===== src/rtl/serial_frame_pkg.sv =====
// Shared definitions for the serial frame deserializer: FSM state encoding and
// the line levels that delimit a frame.
package serial_frame_pkg;

  typedef enum logic [1:0] {
    IDLE   = 2'd0,
    DATA   = 2'd1,
    PARITY = 2'd2,
    STOP   = 2'd3
  } state_t;

  localparam logic START_BIT  = 1'b1;
  localparam logic STOP_BIT   = 1'b0;
  localparam logic IDLE_LEVEL = 1'b0;

endpackage


===== src/rtl/serial_out_holding_reg.sv =====
// One-entry valid/ready output buffer. A word offered while the entry is full
// and not draining is dropped and reported with a one-cycle overrun pulse.
module serial_out_holding_reg
  import serial_frame_pkg::*;
#(
  parameter int DATA_W = 8
) (
  input  logic              clk,
  input  logic              rst,
  input  logic              load,
  input  logic [DATA_W-1:0] load_data,
  input  logic              out_ready,
  output logic [DATA_W-1:0] out_data,
  output logic              out_valid,
  output logic              overrun
);

  logic accept;

  // A full entry may still take the new word when it transfers on the same edge.
  assign accept = load && (!out_valid || out_ready);

  always_ff @(posedge clk or negedge rst) begin
    if (!rst) begin
      out_data  <= '0;
      out_valid <= 1'b0;
      overrun   <= 1'b0;
    end else begin
      overrun <= load && out_valid && !out_ready;
      if (accept) begin
        out_data  <= load_data;
        out_valid <= 1'b1;
      end else if (out_ready) begin
        out_valid <= 1'b0;
      end
    end
  end

endmodule


===== src/rtl/serial_frame_deserializer.sv =====
// Reassembles start/payload/stop framed serial words MSB-first into parallel data.
// Optional even-parity bit and parity_err output when SERIAL_FRAME_PARITY_EN is defined.
module serial_frame_deserializer
  import serial_frame_pkg::*;
#(
  parameter int DATA_W = 8
) (
  input  logic              clk,
  input  logic              rst,
  input  logic              si,
  input  logic              out_ready,
  output logic [DATA_W-1:0] out_data,
  output logic              out_valid,
  output logic              frame_err,
  output logic              overrun
`ifdef SERIAL_FRAME_PARITY_EN
  ,
  output logic              parity_err
`endif
);

  localparam int CNT_W = $clog2(DATA_W);
  localparam logic [CNT_W-1:0] LAST_CNT = CNT_W'(DATA_W - 1);

  state_t            state;
  state_t            nxt;
  logic [CNT_W-1:0]  cnt;
  logic [DATA_W-1:0] shreg;
  logic              shift_en;
  logic              load;
  logic              ferr_nxt;
`ifdef SERIAL_FRAME_PARITY_EN
  logic              par_bad;
  logic              perr_nxt;
`endif

  always_ff @(posedge clk or negedge rst) begin
    if (!rst) state <= IDLE;
    else      state <= nxt;
  end

  always_comb begin
    nxt = state;
    case (state)
      IDLE:   if (si == START_BIT) nxt = DATA;
      DATA: begin
        if (cnt == LAST_CNT) begin
`ifdef SERIAL_FRAME_PARITY_EN
          nxt = PARITY;
`else
          nxt = STOP;
`endif
        end
      end
      PARITY: nxt = STOP;
      STOP:   nxt = IDLE;
      default: nxt = IDLE;
    endcase
  end

  // A wrong stop bit outranks a parity mismatch; only clean frames reach the buffer.
  always_comb begin
    shift_en = 1'b0;
    load     = 1'b0;
    ferr_nxt = 1'b0;
`ifdef SERIAL_FRAME_PARITY_EN
    perr_nxt = 1'b0;
`endif
    case (state)
      DATA: shift_en = 1'b1;
      STOP: begin
        if (si != STOP_BIT) ferr_nxt = 1'b1;
`ifdef SERIAL_FRAME_PARITY_EN
        else if (par_bad) perr_nxt = 1'b1;
`endif
        else load = 1'b1;
      end
      default: ;
    endcase
  end

  always_ff @(posedge clk or negedge rst) begin
    if (!rst) begin
      cnt       <= '0;
      shreg     <= {DATA_W{IDLE_LEVEL}};
      frame_err <= 1'b0;
    end else begin
      frame_err <= ferr_nxt;
      if (state == IDLE) begin
        cnt <= '0;
      end else if (shift_en) begin
        cnt   <= cnt + CNT_W'(1);
        shreg <= {shreg[DATA_W-2:0], si};
      end
    end
  end

`ifdef SERIAL_FRAME_PARITY_EN
  // Payload plus parity must carry an even number of ones.
  always_ff @(posedge clk or negedge rst) begin
    if (!rst) begin
      par_bad    <= 1'b0;
      parity_err <= 1'b0;
    end else begin
      parity_err <= perr_nxt;
      if (state == PARITY) par_bad <= ^{shreg, si};
    end
  end
`endif

  serial_out_holding_reg #(.DATA_W(DATA_W)) u_hold (
    .clk       (clk),
    .rst       (rst),
    .load      (load),
    .load_data (shreg),
    .out_ready (out_ready),
    .out_data  (out_data),
    .out_valid (out_valid),
    .overrun   (overrun)
  );

endmodule

===== config.mk =====
export PLATFORM = sky130hd
export DESIGN_NAME = serial_frame_deserializer
export DESIGN_NICKNAME = d
export VERILOG_FILES = /design/src/rtl/serial_frame_pkg.sv /design/src/rtl/serial_out_holding_reg.sv /design/src/rtl/serial_frame_deserializer.sv
export SDC_FILE = /design/constraint.sdc
export NUM_CORES = 1
export LEC_CHECK = 0
export BUFFER_PORTS_ARGS = -buffer_cell sky130_fd_sc_hd__buf_4
export CORE_MARGIN = 2
export CORE_UTILIZATION = 40
export DETAILED_ROUTE_END_ITERATION = 12
export SLEW_MARGIN = 20
export SYNTH_ARGS = -nofsm -noshare
export SYNTH_HDL_FRONTEND = slang
export SYNTH_SLANG_ARGS = --single-unit

===== constraint.sdc =====
create_clock -name clk -period 1.6 [get_ports clk]
set_clock_uncertainty 0.1 [all_clocks]
set_input_delay 0.16 -clock clk [delete_from_list [all_inputs] [get_ports clk]]
set_output_delay 0.16 -clock clk [all_outputs]
set_load 0.05 [all_outputs]

==> results.md <==
* Congestion Overflow GR at 0
* Total number of H-tree levels at 1
* Count of endpoints failing hold in the final timing report at 0
* Fin nets at 100
* Area share of the largest cell type after synthesis at 58.0%
* Data required time of the worst path at 1.71 ns
* Row count at 18
* Violation count after the first detailed-route iteration at 1
* Area of the multi-input gates at 409 um^2
* Proportion of layout cells with a drive suffix above 1 at 48.3%
* Maximum clock frequency at 660 MHz
* Total via count in the routed design at 553
* Destination of the critical timing path: u_hold.out_data[2]
* Half-perimeter wire length after detailed placement at 1.05 mm
* Cell count after synthesis at 67
* Flops & latches, synth at 24
* Worst Setup SP: state[0]
* Top area cells in the synthesized netlist: dfrtp_1 (58%), mux2_4 (12%), mux2_2 (9.8%)
* Routed len/inst at 12.4 um
* Nets in the synthesized netlist at 77
* Maximum capacitance violations at 0
* Initial Utilization at 42.2%
* Number of remaining DRC errors at 0
* Distinct cell type count after synthesis at 15
* Area of the core region at 2450 um^2
* Quantity of I/O buffers inserted on ports at 14
* Most area-hungry cell type in the Yosys netlist: dfrtp_1
* CTS tree: done
* Area growth syn-to-layout at 23.9%
* Deepest clock path buffer count at 2
* Clock tree root buffer cell: clkbuf_4
* Highest fanout seen on the critical path at 8
* Clock insertion delay at the later pin of the skew report at 0.31 ns
* Actual transition at the worst max-transition pin at 0.300 ns
* Setup CP Type: register to register
* Setup violations, final at 0
* Antenna Diode Count at 0
* Fraction of the cycle the final worst path needs at 94.7%
* Setup repair after global routing missed its margin: false
* Number of inserted filler cells in the final layout at 209
* Worst hold-check path type: input pin to register
* Total CTS buffers at 3
* Boundary pin count at 15
* Initial antenna violation count at 0
* Clock sink total at 24
* Setup total negative slack at 0 ns
* Tightest slew margin relative to the limit at 80.0%
* Sequential-to-total area share from yosys stat at 58.0%
* Max-slew violation count at 0
* Maximum number of pins on one net before global-route repair at 25
* First-pass detailed-route iteration total at 2
* Combined flip-flop and latch cell area at 601 um^2
* Tot GR Track Use at 12.3%
* Final critical-path required period at 1.52 ns
* Global-route wire length before repair at 2.53 mm
* Clock input transition at the sequential cells of the worst setup and hold paths at 0.13 ns
* Setup crit end kind: register
* Width of the chip at 54.9 um
* Arrival time reported for the critical path endpoint at 1.62 ns
* Syn. warnings at 0
* Register-to-Register Setup Slack at 0.08 ns
* Setup fix buffers added after clock tree synthesis at 0
* Synth Cell Area at 1030 um^2
* Count of antenna-violating nets left after detailed routing at 0
* Status: complete, no violations
* Worst-case reg-to-reg path depth at 4
* Final estimated routing congestion in global placement at 0.615
* Vias in the first global route at 626
* Height of the die at 54.9 um
* Final WL at 1.48 mm
* Vias per inst at 4.65
* Total die area at 3010 um^2
* Average instance area after synthesis at 15.4 um^2
* Endpoint of the lowest-slack register-to-register path: u_hold.out_data[2]
* R2R Path Start: state[0]
* Startpoint Class: register
layout by cell type, fill, tap and decap left out, types with 3 or more instances in the layout:
| master | n |
|---|---|
| buf_4 | 17 |
| clkbuf_4 | 3 |
| dfrtp_1 | 24 |
| ha_1 | 6 |
| inv_1 | 4 |
| mux2_2 | 9 |
| mux2_4 | 8 |
| mux2i_1 | 3 |
| nor2_1 | 4 |
worst max-delay path: stages, from the launching register on:
cell and delay [ns]:
dfrtp_1 0.43, ha_1 0.26, nand2b_4 0.09, nand2b_4 0.22, mux2_4 0.31
synthesized netlist by cell type:
cell type   n
mux2i_1     3
ha_1        6
inv_1       4
mux2_2      9
o22ai_1     1
and2_1      1
buf_6       1
nand2_1     1
nand2b_2    1
dfrtp_1    24
xnor2_1     1
buf_2       1
mux2_4      8
nor2_1      4
nand2b_4    2
timing repair:
item,4_1_cts,5_1_grt
endpoints found under the hold margin,26,0
hold buffers,2,0
resized for setup,0,1
setup endpoints to repair,0,2
kinds of logic (layout without fill, tap and decap cells):
group           count (synthesis)  after routing  share of synthesized area (%)
xor+xnor                        1              1                          0.847
buf+inv                         6             28                           3.02
simple gates                    9              9                           5.93
flops                          24             24                           58.0
fa+ha+maj                       6              6                           7.25
compound gates                  1              1                          0.605
mux                            20             20                           24.3
area by class of cell:
| type | instances | share of cell area, % |
|---|---|---|
| clock buffer | 3 | 1.76 |
| clock inverter | 1 | 2.34 |
| inverter | 4 | 1.17 |
| multi-input combinational | 37 | 31.9 |
| sequential | 24 | 46.8 |
| tap | 30 | 2.93 |
| timing repair buffer | 20 | 13.1 |
how the worst min path moves through the flow:
stage                     slack [ns]  cells past startpoint                 end       from
final                           0.02                      3      u_hold.overrun  out_ready
after global routing            0.02                      3      u_hold.overrun  out_ready
after CTS                      0.008                      3      u_hold.overrun  out_ready
after detailed placement       -0.02                      1  u_hold.out_data[6]        rst
after global placement         -0.02                      1  u_hold.out_data[7]        rst
after floorplan                -0.24                      0              cnt[0]        rst
registers in the layout, summed over array words and instances, names as in the netlist:
name              flops
u_hold.out_valid      1
cnt                   3
u_hold.out_data       8
state                 2
shreg                 8
u_hold.overrun        1
frame_err             1
routing by layer:
layer	part of all wire (%)	GRT usage [%]	vias up
met5	0	0	-
met4	1.0	3.75	0
met3	3.7	5.74	2
met2	53	22.4	9
met1	43	12.3	275
li1	-	-	267
metrics by stage:
step	worst slack [ns]	std cells	hold slack [ns]	instance area [um^2]	utilization, %
3_3_place_gp	0.0908	113	-0.0239	1200	49.0
4_1_cts	0.0616	119	0.00806	1280	52.0
6_report	0.0841	119	0.0244	1280	52.2
2_1_floorplan	0.0840	67	-0.236	1030	-
3_5_place_dp	0.0852	113	-0.0248	1200	49.0
5_1_grt	0.0236	119	0.0164	1280	52.2
Power is left out: the tool's default activity adds up to more than one toggle a clock period on the data nets, which glitch-free logic cannot reach.
